<file path="src/rtl/uart_transmitter.sv">
// UART transmitter: start bit, LSB-first data, optional parity, 1 or 2 stop bits.
// Bit periods are paced by the shared oversampling tick; tx_out is registered from the next state.
module uart_transmitter #(
  parameter int DATA_WIDTH      = 8,
  parameter int OVERSAMPLE_RATE = 16,
  parameter int PARITY_EN       = 0,
  parameter int PARITY_ODD      = 0,
  parameter int STOP_BITS       = 1
) (
  input  logic                  clk,
  input  logic                  rst_n,
  input  logic                  tick,
  input  logic                  tx_start,
  input  logic [DATA_WIDTH-1:0] tx_in,
  output logic                  tx_out,
  output logic                  tx_busy,
  output logic                  tx_done
);

  localparam int TICK_W = $clog2(OVERSAMPLE_RATE);
  localparam int BIT_W  = $clog2(DATA_WIDTH) + 1;

  typedef enum logic [2:0] {
    S_IDLE,
    S_START,
    S_DATA,
    S_PARITY,
    S_STOP
  } state_e;

  state_e                state_q, state_d;
  logic [TICK_W-1:0]     tick_cnt_q, tick_cnt_d;
  logic [BIT_W-1:0]      bit_cnt_q, bit_cnt_d;
  logic [DATA_WIDTH-1:0] shift_q, shift_d;
  logic                  parity_q, parity_d;
  logic                  tx_out_q, tx_out_d;
  logic                  tx_done_q, tx_done_d;
  logic                  bit_end;

  assign bit_end = tick && (tick_cnt_q == TICK_W'(OVERSAMPLE_RATE - 1));

  always_comb begin
    // NOTE: every signal assigned here gets a default first so no path infers a latch.
    state_d    = state_q;
    tick_cnt_d = tick_cnt_q;
    bit_cnt_d  = bit_cnt_q;
    shift_d    = shift_q;
    parity_d   = parity_q;
    tx_done_d  = 1'b0;

    if (state_q != S_IDLE && tick) begin
      tick_cnt_d = bit_end ? '0 : tick_cnt_q + TICK_W'(1);
    end

    case (state_q)
      S_IDLE: begin
        if (tx_start) begin
          shift_d    = tx_in;
          parity_d   = (^tx_in) ^ (PARITY_ODD != 0);
          tick_cnt_d = '0;
          state_d    = S_START;
        end
      end
      S_START: begin
        if (bit_end) begin
          bit_cnt_d = '0;
          state_d   = S_DATA;
        end
      end
      S_DATA: begin
        if (bit_end) begin
          shift_d = shift_q >> 1;
          if (bit_cnt_q == BIT_W'(DATA_WIDTH - 1)) begin
            // Cleared here so STOP can reuse the counter for its stop bits.
            bit_cnt_d = '0;
            state_d   = (PARITY_EN != 0) ? S_PARITY : S_STOP;
          end else begin
            bit_cnt_d = bit_cnt_q + BIT_W'(1);
          end
        end
      end
      S_PARITY: begin
        if (bit_end) state_d = S_STOP;
      end
      S_STOP: begin
        if (bit_end) begin
          if (bit_cnt_q == BIT_W'(STOP_BITS - 1)) begin
            state_d   = S_IDLE;
            tx_done_d = 1'b1;
          end else begin
            bit_cnt_d = bit_cnt_q + BIT_W'(1);
          end
        end
      end
      default: state_d = S_IDLE;
    endcase

    // Line level follows the state being entered, so the register tracks state with no lag.
    tx_out_d = 1'b1;
    case (state_d)
      S_START:  tx_out_d = 1'b0;
      S_DATA:   tx_out_d = shift_d[0];
      S_PARITY: tx_out_d = parity_d;
      default:  tx_out_d = 1'b1;
    endcase
  end

  always_ff @(posedge clk) begin
    // NOTE: sequential state uses non-blocking assignments so all flops update from pre-edge values.
    if (!rst_n) begin
      state_q    <= S_IDLE;
      tick_cnt_q <= '0;
      bit_cnt_q  <= '0;
      shift_q    <= '0;
      parity_q   <= 1'b0;
      tx_out_q   <= 1'b1;
      tx_done_q  <= 1'b0;
    end else begin
      state_q    <= state_d;
      tick_cnt_q <= tick_cnt_d;
      bit_cnt_q  <= bit_cnt_d;
      shift_q    <= shift_d;
      parity_q   <= parity_d;
      tx_out_q   <= tx_out_d;
      tx_done_q  <= tx_done_d;
    end
  end

  assign tx_out  = tx_out_q;
  assign tx_busy = (state_q != S_IDLE);
  assign tx_done = tx_done_q;

endmodule

</file>
<file path="config.mk">
export PLATFORM = sky130hd
export DESIGN_NAME = uart_transmitter
export DESIGN_NICKNAME = d
export VERILOG_FILES = /design/src/rtl/uart_transmitter.sv
export SDC_FILE = /design/constraint.sdc
export NUM_CORES = 1
export LEC_CHECK = 0
export ABC_AREA = 1
export ABC_CLOCK_PERIOD_IN_PS = 3100
export BUFFER_PORTS_ARGS = -buffer_cell sky130_fd_sc_hd__buf_2
export CAP_MARGIN = 5
export CORE_ASPECT_RATIO = 0.75
export CORE_UTILIZATION = 50
export CTS_CLUSTER_SIZE = 25
export DETAILED_ROUTE_END_ITERATION = 8
export PLACE_DENSITY_LB_ADDON = 0.25
export RECOVER_POWER = 50
export SYNTH_ARGS = -nofsm -noshare
export SYNTH_HDL_FRONTEND = slang
export SYNTH_SLANG_ARGS = --single-unit
</file>
<file path="constraint.sdc">
create_clock -name clk -period 3.1 [get_ports clk]
set_input_delay 0.155 -clock clk [delete_from_list [all_inputs] [get_ports clk]]
set_output_delay 0.155 -clock clk [all_outputs]
set_load 0.05 [all_outputs]
</file>
Word-level counts from Yosys, hierarchy flattened. Index checks and enable logic that the tools add are counted.

Memories: 0. Output and inout port bits: 3. Memory bits (writable): 0. Register bits: 22. Word-level logic and storage cells: 60. Bits in latches: 0. ROM bits: 0. Bits of input ports: 12.

Multiply operators: 0. $lt $le $gt $ge: 0. Add/sub/neg operators: 2. Shift-type cells: 0. Multiplexer cells: 25. Divide/modulo/power cells: 0. Bitwise gates (word level): 0. Equality and inequality tests: 14. Reductions and logical operators: 11.

Operator list (count): 4-bit 2-to-1 mux (9); 3-bit 2-to-1 mux (7); 8-bit 2-to-1 mux (2); 8-bit one-hot mux with 2 select lines (1); 3-bit one-hot mux with 5 select lines (1); 3-bit by 2-bit == test with 1-bit output, second input constant (4); 4-bit one-hot mux with 3 select lines (1); 2-bit != test, second input constant (5); 4-bit by 1-bit adder with 4-bit output, second input constant (2); 8-bit XOR reduction (1); 3-bit by 1-bit == test with 1-bit output, second input constant (2); 3-bit AND reduction (2); 3-bit nonzero test (2); 5-bit AND reduction (1); 4-bit by 3-bit == test with 1-bit output, second input constant (1); 4-bit == test, second input constant (1); 4-bit zero test (1); 3-bit == test, second input constant (1); 3-bit zero test (1); 1-bit 2-to-1 mux (3); 1-bit one-hot mux with 3 select lines (1); 1-bit logical AND (2); 2-bit nonzero test (1).

Depth between registers and ports, before layout. Gate-level depths: netlist (run 1).

Word-level depth: 6. Mapped depth: 10. Gate-level depth less buffers: 10.

Worst setup path before layout (run 1). No wires, ideal clock.

Path kind: register to register. From: reg tick_cnt_q[0]. To: reg bit_cnt_q[0]. Data arrival time: 1345 ps. Buffers on the path: 0. Setup slack: 1689 ps. Stages on the path, launching flop included: 9. Setup time: 66 ps. Required time: 3034 ps. Clock period less this slack: 1411 ps. Path through: dfxtp_1 -> ha_1 -> nand2_2 -> nor2_8 -> inv_4 -> nor2_4 -> o21ai_4 -> or2_1 -> a21oi_2.

Word-level cells in the longest chain between the ends: 4. Elaborated cells between the ends (all ways): 6. Those cells by class: eq/ne (4); reduce/logical (2).

Ends and longest elaborated chain: from (decl) (line 32) `logic [TICK_W-1:0] tick_cnt_q, tick_cnt_d;`; from (signal assigned) (line 120) `tick_cnt_q <= tick_cnt_d;`; 4-bit == test (*) (line 40) `assign bit_end = tick && (tick_cnt_q == TICK_W'(OVERSAMPLE_RATE - 1));`; 1-bit logical AND (*) (line 40); 2-bit != test (no source line); 5-bit AND reduction (no source line) (*); to (signal assigned) (line 121) `bit_cnt_q <= bit_cnt_d;`; to (decl) (line 33) `logic [BIT_W-1:0] bit_cnt_q, bit_cnt_d;`.

Mark *: on every way between the ends. The rest lies on a longest branch, timed or not. A chain may end at the register's enable or synchronous reset.

Final worst setup path (run 1). Same ends and word-level chain as after synthesis.

==> results of run 1 <==
logic make-up (layout without fill, tap and decap cells):
logic type	after synthesis	in the layout	share of synthesized area
simple gates	108	108	0.396
buf+inv	35	50	0.104
compound gates	32	32	0.146
flops	22	22	0.314
fa+ha+maj	3	3	0.0268
xor+xnor	2	2	0.0125
area by class of cell:
cell class | count | area, µm²
repair buffers | 14 | 66.3
inverters | 33 | 130
well taps | 36 | 45.0
clock buffers | 3 | 41.3
flip-flops and latches | 22 | 440
fillers | 284 | 1150
multi-input cells | 145 | 772
registers in the layout (all words and copies together) (netlist names):
signal	count
bit_cnt_q	4
tx_out	1
parity_q	1
tx_done	1
tick_cnt_q	4
shift_q	8
state_q	3
layer usage:
metal,part of all wire,vias to the layer above,track usage
li1,-,668,-
met1,0.55,520,0.266
met2,0.40,24,0.308
met3,0.044,2,0.0500
met4,0.0049,0,0.0419
met5,0,-,0
synth_stat cells, types with 2 or more instances:
library cell / count / area [µm²]
inv_1: 29 / 109
o21ai_0: 8 / 40.0
a22oi_1: 4 / 30.0
nand2_4: 3 / 33.8
a31oi_1: 3 / 18.8
nand4_1: 3 / 18.8
or2_1: 2 / 12.5
nor2_4: 6 / 67.6
o21ai_1: 2 / 10.0
a21oi_1: 8 / 40.0
dfxtp_1: 22 / 440
a21oi_2: 2 / 17.5
o21ai_2: 2 / 17.5
nand2_1: 60 / 225
nand3_1: 8 / 40.0
nor2_1: 17 / 63.8
inv_2: 2 / 7.51
ha_1: 3 / 37.5
nand2_2: 2 / 12.5
power groups by stage:
stage          clock (mW)  sequential (mW)  combinational [mW]
2_1_floorplan           0            0.314              0.0780
3_5_place_dp            0            0.310               0.112
4_1_cts             0.182            0.303               0.112
6_report            0.176            0.304               0.107
3_3_place_gp            0            0.310               0.110
5_1_grt             0.192            0.305               0.125
how the worst max path moves through the flow:
stage,slack [ns],to,startpoint,cells past startpoint
floorplan,1.69,bit_cnt_q[0],tick_cnt_q[0],8
global placement,1.61,tx_out,tick_cnt_q[0],9
detailed placement,1.57,tx_out,tick_cnt_q[0],9
CTS,1.55,tx_out,tick_cnt_q[0],9
global route,0.72,bit_cnt_q[3],tick_cnt_q[0],9
finish,1.07,bit_cnt_q[0],tick_cnt_q[0],8
worst max-delay path: stages (launching register included):
cell and delay, ns:
dfxtp_1 0.37, ha_1 0.19, nand2_2 0.06, nor2_1 0.26
clkinvlp_2 0.36, nor2_1 0.27, o21ai_4 0.12, or2_1 0.23
a21oi_2 0.10
stage by stage:
stage | setup slack, ns | hold WS, ns
2_1_floorplan | 1.69 | 0.272
3_3_place_gp | 1.61 | 0.450
3_5_place_dp | 1.57 | 0.453
4_1_cts | 1.55 | 0.176
5_1_grt | 0.718 | 0.189
6_report | 1.07 | 0.178
==> results.yml, run 1 <==
floorplanning:
  design.die.area_mm2: 0.00302
  dieHeight_um: 47.9
  start_util: 0.530
  placementRows: 16
  core_mm2: 0.00264
  io_pins: 15
  die_w_um: 63.1
worst_hold_path:
  hp-class: "input pin to flip-flop"
  whs_path_depth: 3
  hp-start: "rst_n"
  hold_end: "bit_cnt_q[2]"
clock_network:
  clock-sinks: 22
  cts_tree: "built"
  cts_hold_buf: 0
  clk_pin_slew_ns: 0.08
  root_buffer: "clkbuf_8"
  clock_path_buffers: 2
  numCtsBuffers: 3
  cts_resized: 0
  cts_htree_levels: 1
  clock_latency_ns: 0.26
  cts_setup_buffers: 0
drt:
  drc_errors: 0
  wl_per_cell_um: 10.4
  viasPerCell: 4.80
  dr.pass1.iters: 4
  drt_wl_total_mm: 2.64
  num_vias: 1214
  route.antenna.remaining_nets: 0
  drt_iter0_drc: 64
status:
  status: "complete, no violations"
logic_synthesis:
  netlist_instances: 202
  synthesis.area_mm2: 0.00140
  synthArstFlopShare: 0
  synth_cell_types: 35
  synth_flop_cell: "dfxtp_1"
  syn-num-nets: 217
  yosysWarnings: 0
  ys_seq_area_frac: 0.314
  synth-seq-cells: 22
  synth_edf_count: 0
  syn_avg_cell_area_um2: 6.94
placement:
  portBuffers: 14
  placed_cell_area_mm2: 0.00150
  gp_congestion: 0.757
  placed_cells: 250
  place.detailed.hpwl_mm: 2.01
power_and_ir_drop:
  power_density_mw_per_mm2: 392
  p_clk_frac: 0.300
  p_sw_mw: 0.169
  peakVddDrop_mv: 0.322
  seqPwrFrac: 0.517
  p_int_mw: 0.418
  leakage_nw: 0.719
  p_total_mw: 0.587
  combPwrFrac: 0.182
  swShare: 0.288
setup_path:
  path_class: "flip-flop to flip-flop"
  cp_data_required_time_ns: 3.31
  worstPathArrival_ns: 2.24
  rr_worst_depth: 8
  r2r_end: "bit_cnt_q[0]"
  cp-start-kind: "flip-flop"
  cp_max_fo: 9
  worst-r2r-setup-slack_ns: 1.07
  r2r_start: "tick_cnt_q[0]"
  end_kind: "flip-flop"
timing:
  setup_viol: 0
  worst_pin_slew_ns: 0.589
  rsz0062_at_grt: "no"
  setup_tns_ns: 0
  slew_headroom: 0.609
  fin_skew_ns: 0.00327
  fin_crit_ns: 2.03
  hold_viol_final: 0
  fmax_ghz: 0.492
  slew_violations: 0
  min_period_over_period: 0.655
cells_and_area:
  final_common_cell: "nand2_1"
  stdcell_count: 253
  drive_gt1_frac: 0.147
  design_area_mm2: 0.00150
  nets: 234
  final_cell_mix: "nand2_1, inv_1, dfxtp_1"
  num_antenna_cells: 0
  syn_to_final_growth_pct: 6.70
  fin_util: 0.566
global_routing:
  grt_max_degree: 13
  grt_pass1_vias: 982
  grtUsageTotal: 0.193
  grt_pass1_wl_mm: 4.38
  grt_overflow_total: 0
  antenna_found_initial: 0
job:
  drv_cap: 0
No activity file was read; power rests on OpenSTA's default activity.
==> inputs of run 2 (changes only) <==
ABC_CLOCK_PERIOD_IN_PS = 1900   (was 3100)
clock period = 1.9 ns   (was 3.1 ns; I/O delays follow)
==> run 2 against run 1 <==
  * Fmax up 25%
  * Sequential cell count did not move
  * Power up 64%
  * Sequential share of layout area down 0.60 points
  * Wire length shrank 1.5%
  * Count of clock-buffer cells in the layout unchanged
  * Core utilization is 1.2 points higher
  * Via count fell by 0.41%
  * Critical path depth rose by 1
  * Largest power group unchanged
==> results.yml, run 2 (same netlist as run 1, synthesis figures left out) <==
floorplanning:
  io_pins: 15
  dieHeight_um: 47.9
  start_util: 0.530
  design.die.area_mm2: 0.00302
  placementRows: 16
  die_w_um: 63.1
  core_mm2: 0.00264
timing:
  worst_pin_slew_ns: 0.589
  setup_viol: 0
  fin_crit_ns: 1.62
  setup_tns_ns: 0
  slew_violations: 0
  fmax_ghz: 0.616
  whs_ns: 0.122
  min_period_over_period: 0.855
  hold_viol_final: 0
  fin_skew_ns: 0.00348
  slew_headroom: 0.609
  rsz0062_at_grt: "no"
  final.setup.worst_slack_ns: 0.275
power_and_ir_drop:
  swShare: 0.291
  combPwrFrac: 0.181
  p_sw_mw: 0.280
  seqPwrFrac: 0.514
  power_density_mw_per_mm2: 632
  peakVddDrop_mv: 0.573
  leakage_nw: 0.759
  p_clk_frac: 0.304
  p_int_mw: 0.684
cells_and_area:
  syn_to_final_growth_pct: 8.93
  nets: 235
  fin_util: 0.578
  reg.largest.list: "shift_q: 8 flops, bit_cnt_q: 4 flops, tick_cnt_q: 4 flops"
  multi_input_area_um2: 793
  n_fill_cell: 267
  register_area_um2: 440
  final_common_cell: "nand2_1"
  final_cell_mix: "nand2_1, inv_1, dfxtp_1"
  drive_gt1_frac: 0.165
  num_antenna_cells: 0
  largest_register_ffs: 8
  design_area_mm2: 0.00153
  regMostFlops: "shift_q"
setup_path:
  worstPathArrival_ns: 1.79
  rr_worst_depth: 9
  end_kind: "flip-flop"
  cp-start-kind: "flip-flop"
  path_class: "flip-flop to flip-flop"
  cp_data_required_time_ns: 2.07
  cp_max_fo: 6
job:
  drv_cap: 0
drt:
  route.antenna.remaining_nets: 0
  dr.pass1.iters: 4
  drt_wl_total_mm: 2.60
  drc_errors: 0
  wl_per_cell_um: 10.2
  drt_iter0_drc: 56
  viasPerCell: 4.76
  num_vias: 1209
clock_network:
  clock_latency_ns: 0.27
  cts_tree: "built"
  clk_pin_slew_ns: 0.07
  clock-sinks: 22
  numCtsBuffers: 3
  cts_htree_levels: 1
  cts_hold_buf: 0
  clock_path_buffers: 2
  root_buffer: "clkbuf_8"
  cts_setup_buffers: 0
  cts_resized: 0
global_routing:
  grt_pass1_wl_mm: 4.30
  grt_pass1_vias: 943
  antenna_found_initial: 0
  grt_max_degree: 13
  grt_overflow_total: 0
  grtUsageTotal: 0.190
placement:
  place.detailed.hpwl_mm: 2.03
  place_ws_ns: 0.380
  gp_congestion: 0.763
  placed_cell_area_mm2: 0.00151
  portBuffers: 14
worst_hold_path:
  whs_path_depth: 3
  hp-class: "input pin to flip-flop"
status:
  status: "complete, no violations"
## run 2: routing by layer
metal,vias to the layer above,GRT usage,share of wire
met3,5,0.0500,0.044
li1,672,-,-
met1,511,0.273,0.55
met4,0,0.0698,0.013
met5,-,0,0
met2,21,0.273,0.39
## run 2: area by class of cell
class,instances,area share
clock buffers,3,0.0270
inverters,33,0.0861
multi-input cells,145,0.520
repair buffers,15,0.0492
flip-flops and latches,22,0.289
well taps,36,0.0295
## run 2: power by group through the flow
stage | clock network, mW | logic [mW] | registers, mW
after floorplan | 0 | 0.127 | 0.513
after global placement | 0 | 0.181 | 0.506
after detailed placement | 0 | 0.181 | 0.506
after CTS | 0.306 | 0.182 | 0.496
after global routing | 0.317 | 0.203 | 0.498
final | 0.293 | 0.175 | 0.496
## run 2: worst paths after layout
kind         startpoint       endpoint  slack [ns]
min reg2reg  shift_q[7]     shift_q[7]        0.47
max          state_q[2]  tick_cnt_q[0]        0.28
max reg2reg  state_q[2]  tick_cnt_q[0]        0.28
min               rst_n   bit_cnt_q[2]        0.12
## run 2: per-stage QoR
stage	cells	total power [mW]
2_1_floorplan	202	0.640
3_3_place_gp	251	0.687
3_5_place_dp	251	0.687
4_1_cts	254	0.983
5_1_grt	254	1.02
6_report	254	0.964
## run 2: critical path, stage by stage, from the launching register on
cell	delay, ns
dfxtp_1	0.37
inv_1	0.24
nand2_4	0.09
nor2_4	0.16
nand2_1	0.19
nand2_1	0.10
inv_1	0.06
o21ai_1	0.12
o21bai_1	0.14
inv_1	0.05
